`src/rtl/ct_had_pcfifo_nway_pkg.sv`:
```
// Shared HAD trace PC FIFO defaults and the saturating lost-entry adder.
package ct_had_pcfifo_nway_pkg;
  localparam int PCFIFO_PA_WIDTH = 40;
  localparam int PCFIFO_LANES    = 4;
  localparam int PCFIFO_DEPTH    = 16;
  localparam int PCFIFO_PC_W     = PCFIFO_PA_WIDTH - 1;
  localparam int PCFIFO_DATAW    = 64;
  localparam int PCFIFO_LOST_W   = 8;

  function automatic logic [PCFIFO_LOST_W-1:0] lost_sat_add(
    input logic [PCFIFO_LOST_W-1:0] cur,
    input logic [PCFIFO_LOST_W-1:0] inc
  );
    logic [PCFIFO_LOST_W:0] sum;
    sum = {1'b0, cur} + {1'b0, inc};
    return sum[PCFIFO_LOST_W] ? {PCFIFO_LOST_W{1'b1}} : sum[PCFIFO_LOST_W-1:0];
  endfunction
endpackage

```
`src/rtl/ct_had_pcfifo_nway_if.sv`:
```
// Capture/pop controls and register-file view of the trace PC FIFO.
interface ct_had_pcfifo_nway_if #(
  parameter int LANES = ct_had_pcfifo_nway_pkg::PCFIFO_LANES,
  parameter int DEPTH = ct_had_pcfifo_nway_pkg::PCFIFO_DEPTH,
  parameter int PC_W  = ct_had_pcfifo_nway_pkg::PCFIFO_PC_W,
  parameter int DATAW = ct_had_pcfifo_nway_pkg::PCFIFO_DATAW
);
  import ct_had_pcfifo_nway_pkg::*;
  localparam int CNT_W = $clog2(DEPTH) + 1;

  logic                     ctrl_pcfifo_wen;
  logic                     ctrl_pcfifo_ren;
  logic                     ctrl_pcfifo_clr;
  logic                     mmu_xx_mmu_en;
  logic [LANES-1:0]         rtu_had_xx_pcfifo_chgflow;
  logic [LANES*PC_W-1:0]    rtu_had_xx_pcfifo_next_pc;
  logic [DATAW-1:0]         pcfifo_regs_data;
  logic [CNT_W-1:0]         pcfifo_regs_cnt;
  logic                     pcfifo_regs_empty;
  logic                     pcfifo_regs_ovf;
  logic [PCFIFO_LOST_W-1:0] pcfifo_regs_lost;

  modport master (
    output ctrl_pcfifo_wen, ctrl_pcfifo_ren, ctrl_pcfifo_clr, mmu_xx_mmu_en,
           rtu_had_xx_pcfifo_chgflow, rtu_had_xx_pcfifo_next_pc,
    input  pcfifo_regs_data, pcfifo_regs_cnt, pcfifo_regs_empty,
           pcfifo_regs_ovf, pcfifo_regs_lost
  );

  modport slave (
    input  ctrl_pcfifo_wen, ctrl_pcfifo_ren, ctrl_pcfifo_clr, mmu_xx_mmu_en,
           rtu_had_xx_pcfifo_chgflow, rtu_had_xx_pcfifo_next_pc,
    output pcfifo_regs_data, pcfifo_regs_cnt, pcfifo_regs_empty,
           pcfifo_regs_ovf, pcfifo_regs_lost
  );
endinterface

```
`src/rtl/ct_had_pcfifo_nway_compact.sv`:
```
// Lane compaction: per-lane prefix popcount of lower valid lanes, plus total.
module ct_had_pcfifo_compact #(
  parameter int LANES = ct_had_pcfifo_nway_pkg::PCFIFO_LANES,
  parameter int OW    = $clog2(LANES + 1)
) (
  input  logic [LANES-1:0]    i_vld,
  output logic [LANES*OW-1:0] o_off,
  output logic [OW-1:0]       o_k
);
  logic [OW-1:0] w_acc;

  always_comb begin
    w_acc = '0;
    o_off = '0;
    for (int i = 0; i < LANES; i++) begin
      o_off[i*OW +: OW] = w_acc;
      w_acc = w_acc + OW'(i_vld[i]);
    end
    o_k = w_acc;
  end
endmodule

```
`src/rtl/ct_had_pcfifo_nway.sv`:
```
// HAD trace PC FIFO: compacts up to LANES change-of-flow PCs per cycle into a
// circular buffer that overwrites its oldest entries when full.
module ct_had_pcfifo_nway #(
  parameter int LANES = ct_had_pcfifo_nway_pkg::PCFIFO_LANES,
  parameter int DEPTH = ct_had_pcfifo_nway_pkg::PCFIFO_DEPTH,
  parameter int PC_W  = ct_had_pcfifo_nway_pkg::PCFIFO_PC_W,
  parameter int DATAW = ct_had_pcfifo_nway_pkg::PCFIFO_DATAW
) (
  input logic                 cpuclk,
  input logic                 cpurst_b,
  ct_had_pcfifo_nway_if.slave bus
);
  import ct_had_pcfifo_nway_pkg::*;

  localparam int EW = PC_W + 1;
  localparam int AW = $clog2(DEPTH);
  localparam int CW = AW + 1;
  localparam int OW = $clog2(LANES + 1);
  localparam logic [CW:0] DEPTH_V = (CW+1)'(DEPTH);

  logic [LANES-1:0]         r_chg_q;
  logic                     r_wen_q;
  logic [EW-1:0]            r_pc_q [LANES];
  logic [EW-1:0]            r_mem  [DEPTH];
  logic [AW-1:0]            r_wptr;
  logic [AW-1:0]            r_rptr;
  logic [CW-1:0]            r_cnt;
  logic                     r_ovf;
  logic [PCFIFO_LOST_W-1:0] r_lost;
  logic [EW-1:0]            r_dout;

  logic [LANES*OW-1:0] w_off;
  logic [OW-1:0]       w_k_raw;
  logic [CW:0]         w_k;
  logic [CW:0]         w_base;
  logic [CW:0]         w_tot;
  logic [CW:0]         w_drop;
  logic                w_wr;
  logic                w_rd;

  ct_had_pcfifo_compact #(.LANES(LANES), .OW(OW)) u_compact (
    .i_vld (r_chg_q),
    .o_off (w_off),
    .o_k   (w_k_raw)
  );

  // Clear wins over both the S2 write and the pop of the same cycle.
  assign w_wr   = r_wen_q & ~bus.ctrl_pcfifo_clr;
  assign w_rd   = bus.ctrl_pcfifo_ren & (r_cnt != '0) & ~bus.ctrl_pcfifo_clr;
  assign w_k    = w_wr ? (CW+1)'(w_k_raw) : '0;
  assign w_base = {1'b0, r_cnt} - (CW+1)'(w_rd);
  assign w_tot  = w_base + w_k;
  assign w_drop = (w_tot > DEPTH_V) ? (w_tot - DEPTH_V) : '0;

  // S1: PCs held only for valid lanes
  always_ff @(posedge cpuclk) begin
    for (int i = 0; i < LANES; i++) begin
      if (bus.rtu_had_xx_pcfifo_chgflow[i])
        r_pc_q[i] <= {bus.rtu_had_xx_pcfifo_next_pc[i*PC_W +: PC_W], 1'b0};
    end
  end

  // S2: valid lanes stored contiguously from wptr, wrapping modulo DEPTH
  always_ff @(posedge cpuclk) begin
    for (int i = 0; i < LANES; i++) begin
      if (w_wr && r_chg_q[i])
        r_mem[r_wptr + AW'(w_off[i*OW +: OW])] <= r_pc_q[i];
    end
  end

  always_ff @(posedge cpuclk or negedge cpurst_b) begin
    if (!cpurst_b) begin
      r_chg_q <= '0;
      r_wen_q <= 1'b0;
      r_wptr  <= '0;
      r_rptr  <= '0;
      r_cnt   <= '0;
      r_ovf   <= 1'b0;
      r_lost  <= '0;
      r_dout  <= '0;
    end else begin
      r_wen_q <= bus.ctrl_pcfifo_wen;
      r_chg_q <= bus.ctrl_pcfifo_clr ? '0 : bus.rtu_had_xx_pcfifo_chgflow;
      if (w_rd)
        r_dout <= r_mem[r_rptr];
      if (bus.ctrl_pcfifo_clr) begin
        r_wptr <= '0;
        r_rptr <= '0;
        r_cnt  <= '0;
        r_ovf  <= 1'b0;
        r_lost <= '0;
      end else begin
        // Overwritten oldest entries are skipped by advancing rptr past them.
        r_wptr <= r_wptr + AW'(w_k);
        r_rptr <= r_rptr + AW'(w_rd) + AW'(w_drop);
        r_cnt  <= (w_tot > DEPTH_V) ? DEPTH_V[CW-1:0] : w_tot[CW-1:0];
        if (w_drop != '0) begin
          r_ovf  <= 1'b1;
          r_lost <= lost_sat_add(r_lost, PCFIFO_LOST_W'(w_drop));
        end
      end
    end
  end

  assign bus.pcfifo_regs_data  = {{(DATAW-EW){bus.mmu_xx_mmu_en & r_dout[EW-1]}}, r_dout};
  assign bus.pcfifo_regs_cnt   = r_cnt;
  assign bus.pcfifo_regs_empty = (r_cnt == '0);
  assign bus.pcfifo_regs_ovf   = r_ovf;
  assign bus.pcfifo_regs_lost  = r_lost;
endmodule
```
`src/flat_wrapper.sv`:
```
// flat-port wrapper written by rule: the top's interface ports become plain ports
module ct_had_pcfifo_nway_flat import ct_had_pcfifo_nway_pkg::*;
#(
  parameter int LANES = ct_had_pcfifo_nway_pkg::PCFIFO_LANES,
  parameter int DEPTH = ct_had_pcfifo_nway_pkg::PCFIFO_DEPTH,
  parameter int PC_W  = ct_had_pcfifo_nway_pkg::PCFIFO_PC_W,
  parameter int DATAW = ct_had_pcfifo_nway_pkg::PCFIFO_DATAW
)
  (cpuclk, cpurst_b, bus_ctrl_pcfifo_wen, bus_ctrl_pcfifo_ren, bus_ctrl_pcfifo_clr, bus_mmu_xx_mmu_en, bus_rtu_had_xx_pcfifo_chgflow, bus_rtu_had_xx_pcfifo_next_pc, bus_pcfifo_regs_data, bus_pcfifo_regs_cnt, bus_pcfifo_regs_empty, bus_pcfifo_regs_ovf, bus_pcfifo_regs_lost);
  ct_had_pcfifo_nway_if #(.LANES(LANES), .DEPTH(DEPTH), .PC_W(PC_W), .DATAW(DATAW)) bus_i ();
  input logic cpuclk;
  input logic cpurst_b;
  input wire logic [$bits(bus_i.ctrl_pcfifo_wen)-1:0] bus_ctrl_pcfifo_wen;
  input wire logic [$bits(bus_i.ctrl_pcfifo_ren)-1:0] bus_ctrl_pcfifo_ren;
  input wire logic [$bits(bus_i.ctrl_pcfifo_clr)-1:0] bus_ctrl_pcfifo_clr;
  input wire logic [$bits(bus_i.mmu_xx_mmu_en)-1:0] bus_mmu_xx_mmu_en;
  input wire logic [$bits(bus_i.rtu_had_xx_pcfifo_chgflow)-1:0] bus_rtu_had_xx_pcfifo_chgflow;
  input wire logic [$bits(bus_i.rtu_had_xx_pcfifo_next_pc)-1:0] bus_rtu_had_xx_pcfifo_next_pc;
  output wire logic [$bits(bus_i.pcfifo_regs_data)-1:0] bus_pcfifo_regs_data;
  output wire logic [$bits(bus_i.pcfifo_regs_cnt)-1:0] bus_pcfifo_regs_cnt;
  output wire logic [$bits(bus_i.pcfifo_regs_empty)-1:0] bus_pcfifo_regs_empty;
  output wire logic [$bits(bus_i.pcfifo_regs_ovf)-1:0] bus_pcfifo_regs_ovf;
  output wire logic [$bits(bus_i.pcfifo_regs_lost)-1:0] bus_pcfifo_regs_lost;
  assign bus_i.ctrl_pcfifo_wen = bus_ctrl_pcfifo_wen;
  assign bus_i.ctrl_pcfifo_ren = bus_ctrl_pcfifo_ren;
  assign bus_i.ctrl_pcfifo_clr = bus_ctrl_pcfifo_clr;
  assign bus_i.mmu_xx_mmu_en = bus_mmu_xx_mmu_en;
  assign bus_i.rtu_had_xx_pcfifo_chgflow = bus_rtu_had_xx_pcfifo_chgflow;
  assign bus_i.rtu_had_xx_pcfifo_next_pc = bus_rtu_had_xx_pcfifo_next_pc;
  assign bus_pcfifo_regs_data = bus_i.pcfifo_regs_data;
  assign bus_pcfifo_regs_cnt = bus_i.pcfifo_regs_cnt;
  assign bus_pcfifo_regs_empty = bus_i.pcfifo_regs_empty;
  assign bus_pcfifo_regs_ovf = bus_i.pcfifo_regs_ovf;
  assign bus_pcfifo_regs_lost = bus_i.pcfifo_regs_lost;
  ct_had_pcfifo_nway #(.LANES(LANES), .DEPTH(DEPTH), .PC_W(PC_W), .DATAW(DATAW)) u_core (.cpuclk(cpuclk), .cpurst_b(cpurst_b), .bus(bus_i));
endmodule
```
`config.mk`:
```
export PLATFORM = sky130hd
export DESIGN_NAME = ct_had_pcfifo_nway_flat
export DESIGN_NICKNAME = d
export VERILOG_FILES = /design/src/rtl/ct_had_pcfifo_nway_pkg.sv /design/src/rtl/ct_had_pcfifo_nway_if.sv /design/src/rtl/ct_had_pcfifo_nway_compact.sv /design/src/rtl/ct_had_pcfifo_nway.sv /design/src/flat_wrapper.sv
export SDC_FILE = /design/constraint.sdc
export NUM_CORES = 2
export LEC_CHECK = 0
export ABC_CLOCK_PERIOD_IN_PS = 14700
export CORE_MARGIN = 10
export CORE_UTILIZATION = 45
export CTS_CLUSTER_SIZE = 20
export DETAILED_ROUTE_END_ITERATION = 8
export GPL_TIMING_DRIVEN = 1
export PLACE_DENSITY = 0.61
export SKIP_CTS_REPAIR_TIMING = 1
export SLEW_MARGIN = 25
export SYNTH_ARGS = -nofsm -noshare
export SYNTH_HDL_FRONTEND = slang
export SYNTH_SLANG_ARGS = --single-unit
```
`constraint.sdc`:
```
create_clock -name cpuclk -period 14.7 [get_ports cpuclk]
set_clock_uncertainty 0.05 [all_clocks]
set_input_delay 3.675 -clock cpuclk [delete_from_list [all_inputs] [get_ports cpuclk]]
set_output_delay 3.675 -clock cpuclk [all_outputs]
set_load 0.1 [all_outputs]
```
======== Yosys cells after proc, flatten, opt, wreduce, memory -nomap -nowiden ========
Memories as Yosys holds them, arrays and structs flattened. A register that Yosys moved wholly into a read port is not among the register bits.
Cells that the tools add are included.
storage, ports and cells
  memories kept ........................... 2
  register bits after elaboration ......... 27
  word-level logic and storage cells ...... 65
  input port bits ......................... 166
  bits in writable memories ............... 796
operators by class
  multiplexer cells ....................... 28
  order comparisons ....................... 1
  $add $sub $neg .......................... 13
  bitwise operators ....................... 5
  reduce and logical (&&, ||, !) cells .... 9
memories
  name           depth  bits a word  rd ports  clocked after Yosys merged registers in  write ports  line                      RTL
  u_core.r_mem   16     40           1         1                                        4            ct_had_pcfifo_nway.sv:24  logic [EW-1:0] r_mem [DEPTH];
  u_core.r_pc_q  4      39           4         0                                        4            ct_had_pcfifo_nway.sv:23  logic [EW-1:0] r_pc_q [LANES];
operator list
  kind                 count
  $mux 8               3
  $mux 1               18
  $mux 4               3
  $mux 5               2
  $add 8x6->9          1
  $add 4x1->4          2
  $add 4x4->4          2
  $add 6x6->6          1
  $gt 6x5->1 const B   1
  $mux 6               1
  $reduce_bool 6->1    1
  $sub 5x1->6          1
  $sub 6x5->6 const B  1
  $logic_not 5->1      1
  $reduce_bool 5->1    1
  $add 4x2->4          1
  $add 4x3->4          1
  $and 1x1->1          4
  $logic_and 1x1->1    4
  $add 2x1->3          1
  $add 3x1->3          1
  $mux 3               1
  $add 1x1->2          1
  $reduce_bool 2->1    1
  2 further kinds      2

======== Depth between registers and ports, before layout ========
  word-level depth ........................ 11
  mapped depth ............................ 26
  mapped depth without buffers ............ 23

======== Cells and area by module ========
Synthesis repeated with hierarchy kept, for this count alone.
unflattened totals
  cells, all modules ...................... 3,937
  area, all modules ....................... 49,095.8 µm²
by module, submodules not included
  module                 cells each  sequential area each (µm²)  times used  area an instance (µm²)
  ct_had_pcfifo_nway     3,913       25,074.0                    1           48,911.9
  ct_had_pcfifo_compact  24          0.0                         1           183.9

======== Worst setup path before layout ========
OpenSTA, ideal clock, no wires.
  kind .................................... input-to-output
  start point ............................. input bus_mmu_xx_mmu_en
  end point ............................... output bus_pcfifo_regs_data[41]
  stages .................................. 2
  data required time ...................... 10,975 ps
  slack ................................... 5,715 ps
  arrival ................................. 5,260 ps
  cell sequence ........................... and2_1 > buf_4
between the ends
  cells in the longest elaborated chain, start to end .. 1
RTL lines
  what                line                       RTL
  start: declaration  flat_wrapper.sv:16         input wire logic [$bits(bus_i.mmu_xx_mmu_en)-1:0] bus_mmu_xx_mmu_en;
  $and 1x1->1         ct_had_pcfifo_nway.sv:105  assign bus.pcfifo_regs_data = {{(DATAW-EW){bus.mmu_xx_mmu_en & r_dout[EW-1]}}, r_dout};
  end: declaration    flat_wrapper.sv:19         output wire logic [$bits(bus_i.pcfifo_regs_data)-1:0] bus_pcfifo_regs_data;
Every way passes these cells.

======== Worst setup path in the final report ========
  start point ............................. input bus_mmu_xx_mmu_en
  end point ............................... output bus_pcfifo_regs_data[59]
The elaborated chain is that of the path after synthesis.

==> run metrics <==
outcome=completed; crit path max fanout=24; Tot GR Track Use=29.0%; Final ANT Viol Nets=0; EDFF count, synth=between 700 and 800; pwr dens=between 100 and 150 nW/um^2; Port Buf Inserts=between 200 and 250; critical path class=in2out; required time of the critical path=approximately 11 ns; Switch Pwr=roughly 2.8 mW; Max Slew Vio Count=0; DRT Pass-1 Iters=7; highest metal used=met5; GPL Wtd Cong=between 0.8 and 0.9; Int Power=just over 5 mW; Starting DRT DRC Count=around 5.6k; Yosys reg bits=846; Clock power frac=between 30% and 40%; Syn Nets=~4.8k; grt total ovfl=0; remaining routing DRC violations=0; Top FF cell, synth=edfxtp_1; Clock transition at path regs=0.05 ns; Tightest Pin Transition=about 1.2 ns; largest net degree at the start of global routing=82; Slew HR=between 20% and 30%; Arr. time, crit path=roughly 5.9 ns; clk sinks=about 850; maximum VDD drop=approximately 170 uV; core area=118,000 sq um; wire per inst=around 33 microns; H-tree depth=3; Ports=around 250; most frequent cells in the layout=edfxtp_1 (780), mux2i_1 (546), nor2_1 (500); combinational power share=between 20% and 30%; Max Clock Freq=0.104 GHz; Hold Crit Depth=1; Die Width=roughly 360 microns; die area=approximately 130,000 sq um; number of global-route vias before repair=slightly above 40k; part of the cycle the worst path needs=between 60% and 70%; Area growth syn-to-layout=11.0%; TritonCTS clock tree=built; pre-CTS setup slack=~5 ns; RR Startpoint=u_core.r_chg_q[0]$_DFF_PN0_; Leak=23.7 nW; synthesized area per cell=11.5 sq um; fraction of layout cells with a size suffix above 1=around an eighth; R2R setup slack=about 8.5 ns; setup TNS=0 ns; most common cell after layout, fill and taps aside=edfxtp_1; DR WL met2=just under 90,000 microns; library cells used by synthesis=74; Vias=~40k; fillers=~10k; reg2reg end=u_core.bus.pcfifo_regs_lost[5]$_DFFE_PN0P_; M1 wire length=about 78,000 microns; Final Hold Fails=0; root buf cell=clkbuf_16; Reg power frac=between 30% and 40%; worst hold start=u_core.r_dout[35]$_DFFE_PN0P_; final setup fails=0; final setup margin=5.05 ns; Final min period=a little under 10 ns; synth warn=0; Sw Share=between 30% and 40%; first-pass GRT wire length=about 290,000 microns; CTS Buf Count=100; CP endpoint kind=output pin; initial antenna violation count=1; Post-synth ARST share=7.80%; Mapped Area=53,400 sq um; nets=about 4.6k; dpl hpwl=between 100,000 and 150,000 microns; routed wl met3=21,800 microns; antenna cells=0; RSZ-0062 raised after global routing=no; register area share after synthesis=a little under half; reg2reg path depth=19; row count=~130; Hold WC Path Type=reg2reg; Mapped Cells=4,630; Starting Density=45.3%; instance area at placement=approximately 56,000 sq um; clk_lat worst skew=slightly above 0.7 ns; max-cap violation count=0; CTS Buffer Depth=3; Die Ht=364 microns; worst min-delay path endpoint=u_core.r_dout[35]$_DFFE_PN0P_; Via density=6.83; design area=approximately 59,000 sq um; DRT Wirelength=197,000 microns; Startpoint Class=input port
==> worst max-delay path: stages <==
cell	delay (ns)
clkdlybuf4s50_1	0.45
and2_1	0.53
clkdlybuf4s50_1	1.27
==> cell families (layout without fill, tap and decap cells) <==
kind of cell               count (synthesis)  after routing  share of synthesized area, %
xor gates and xnor gates                  18             18                         0.323
and+or+nand+nor                          831            831                          6.94
other                                      1              1                       0.00703
AOI/OAI and AO/OA                       1405           1405                          19.6
adders and majority gates                 37             37                         0.966
buffers and inverters                    710            581                          5.85
muxes                                    782            782                          19.3
DFF                                      846            846                          47.0
==> metal layers <==
layer	GRT usage, %	up-vias
met5	0	-
met4	13.0	2
li1	-	17299
met3	6.68	542
met2	44.6	2766
met1	38.8	20614
==> state kept, by name, indices dropped and copies added (netlist names) <==
signal and flops:
u_core.r_rptr 4, u_core.r_dout 39, u_core.r_chg_q 4, u_core.r_wen_q 1, u_core.bus.pcfifo_regs_ovf 1, u_core.r_pc_q 156
u_core.r_mem 624, u_core.bus.pcfifo_regs_cnt 5, u_core.bus.pcfifo_regs_lost 8, u_core.r_wptr 4
==> power groups by stage <==
| stage | logic (mW) | clock network (mW) | registers [mW] |
|---|---|---|---|
| floorplan | 1.41 | 0 | 3.39 |
| global placement | 2.27 | 0 | 3.14 |
| detailed placement | 2.29 | 0 | 3.14 |
| CTS | 2.30 | 2.60 | 3.09 |
| global route | 2.43 | 2.70 | 3.12 |
| finish | 2.30 | 2.56 | 3.10 |
==> synth_stat cells (18+ instances only) <==
master | instances | area (sq um)
mux2i_1 | 546 | 5470
a21o_1 | 475 | 3570
nor2_1 | 503 | 1890
o21ai_1 | 33 | 165
o21a_1 | 82 | 616
ha_1 | 30 | 375
o2bb2ai_1 | 39 | 342
a221oi_1 | 78 | 683
a22o_1 | 78 | 683
clkbuf_1 | 398 | 1490
dfrtp_1 | 66 | 1650
nor2b_1 | 76 | 475
inv_1 | 31 | 116
buf_2 | 115 | 576
buf_1 | 98 | 368
a211oi_1 | 474 | 3560
o21ai_0 | 94 | 470
edfxtp_1 | 780 | 23400
mux4_2 | 195 | 4390
nor3_1 | 20 | 100
buf_4 | 49 | 368
mux2_2 | 40 | 450
a21oi_1 | 18 | 90.1
nand2_1 | 135 | 507
==> how the worst max path moves through the flow <==
stage	start	to	slack [ns]	cells after the start
6_report	bus_mmu_xx_mmu_en	bus_pcfifo_regs_data[59]	5.05	3
2_1_floorplan	bus_mmu_xx_mmu_en	bus_pcfifo_regs_data[41]	5.72	2
3_5_place_dp	bus_ctrl_pcfifo_clr	u_core.bus.pcfifo_regs_lost[5]$_DFFE_PN0P_	4.99	22
4_1_cts	bus_mmu_xx_mmu_en	bus_pcfifo_regs_data[59]	5.03	3
3_3_place_gp	bus_mmu_xx_mmu_en	bus_pcfifo_regs_data[60]	5.09	3
5_1_grt	bus_mmu_xx_mmu_en	bus_pcfifo_regs_data[57]	4.93	3
==> cell type report <==
type | count | area (sq um) | share of cell area, %
multi-input combinational | 3074 | 25500 | 43.0
timing repair buffer | 359 | 3320 | 5.61
tap | 1536 | 1920 | 3.24
sequential | 846 | 25100 | 42.3
clock inverter | 46 | 505 | 0.853
inverter | 33 | 124 | 0.209
clock buffer | 143 | 2850 | 4.80
==> stage by stage <==
stage / util [%] / total power, mW / hold WS [ns] / std cells
after floorplan: - / 4.80 / 0.626 / 4630
after global placement: 47.3 / 5.41 / 0.434 / 5844
after detailed placement: 47.4 / 5.43 / 0.441 / 5848
after CTS: 50.2 / 7.99 / 0.453 / 6037
after global routing: 50.3 / 8.25 / 0.469 / 6037
final: 50.3 / 7.96 / 0.450 / 6037
Note: power is estimated with default switching activity, not from simulation.
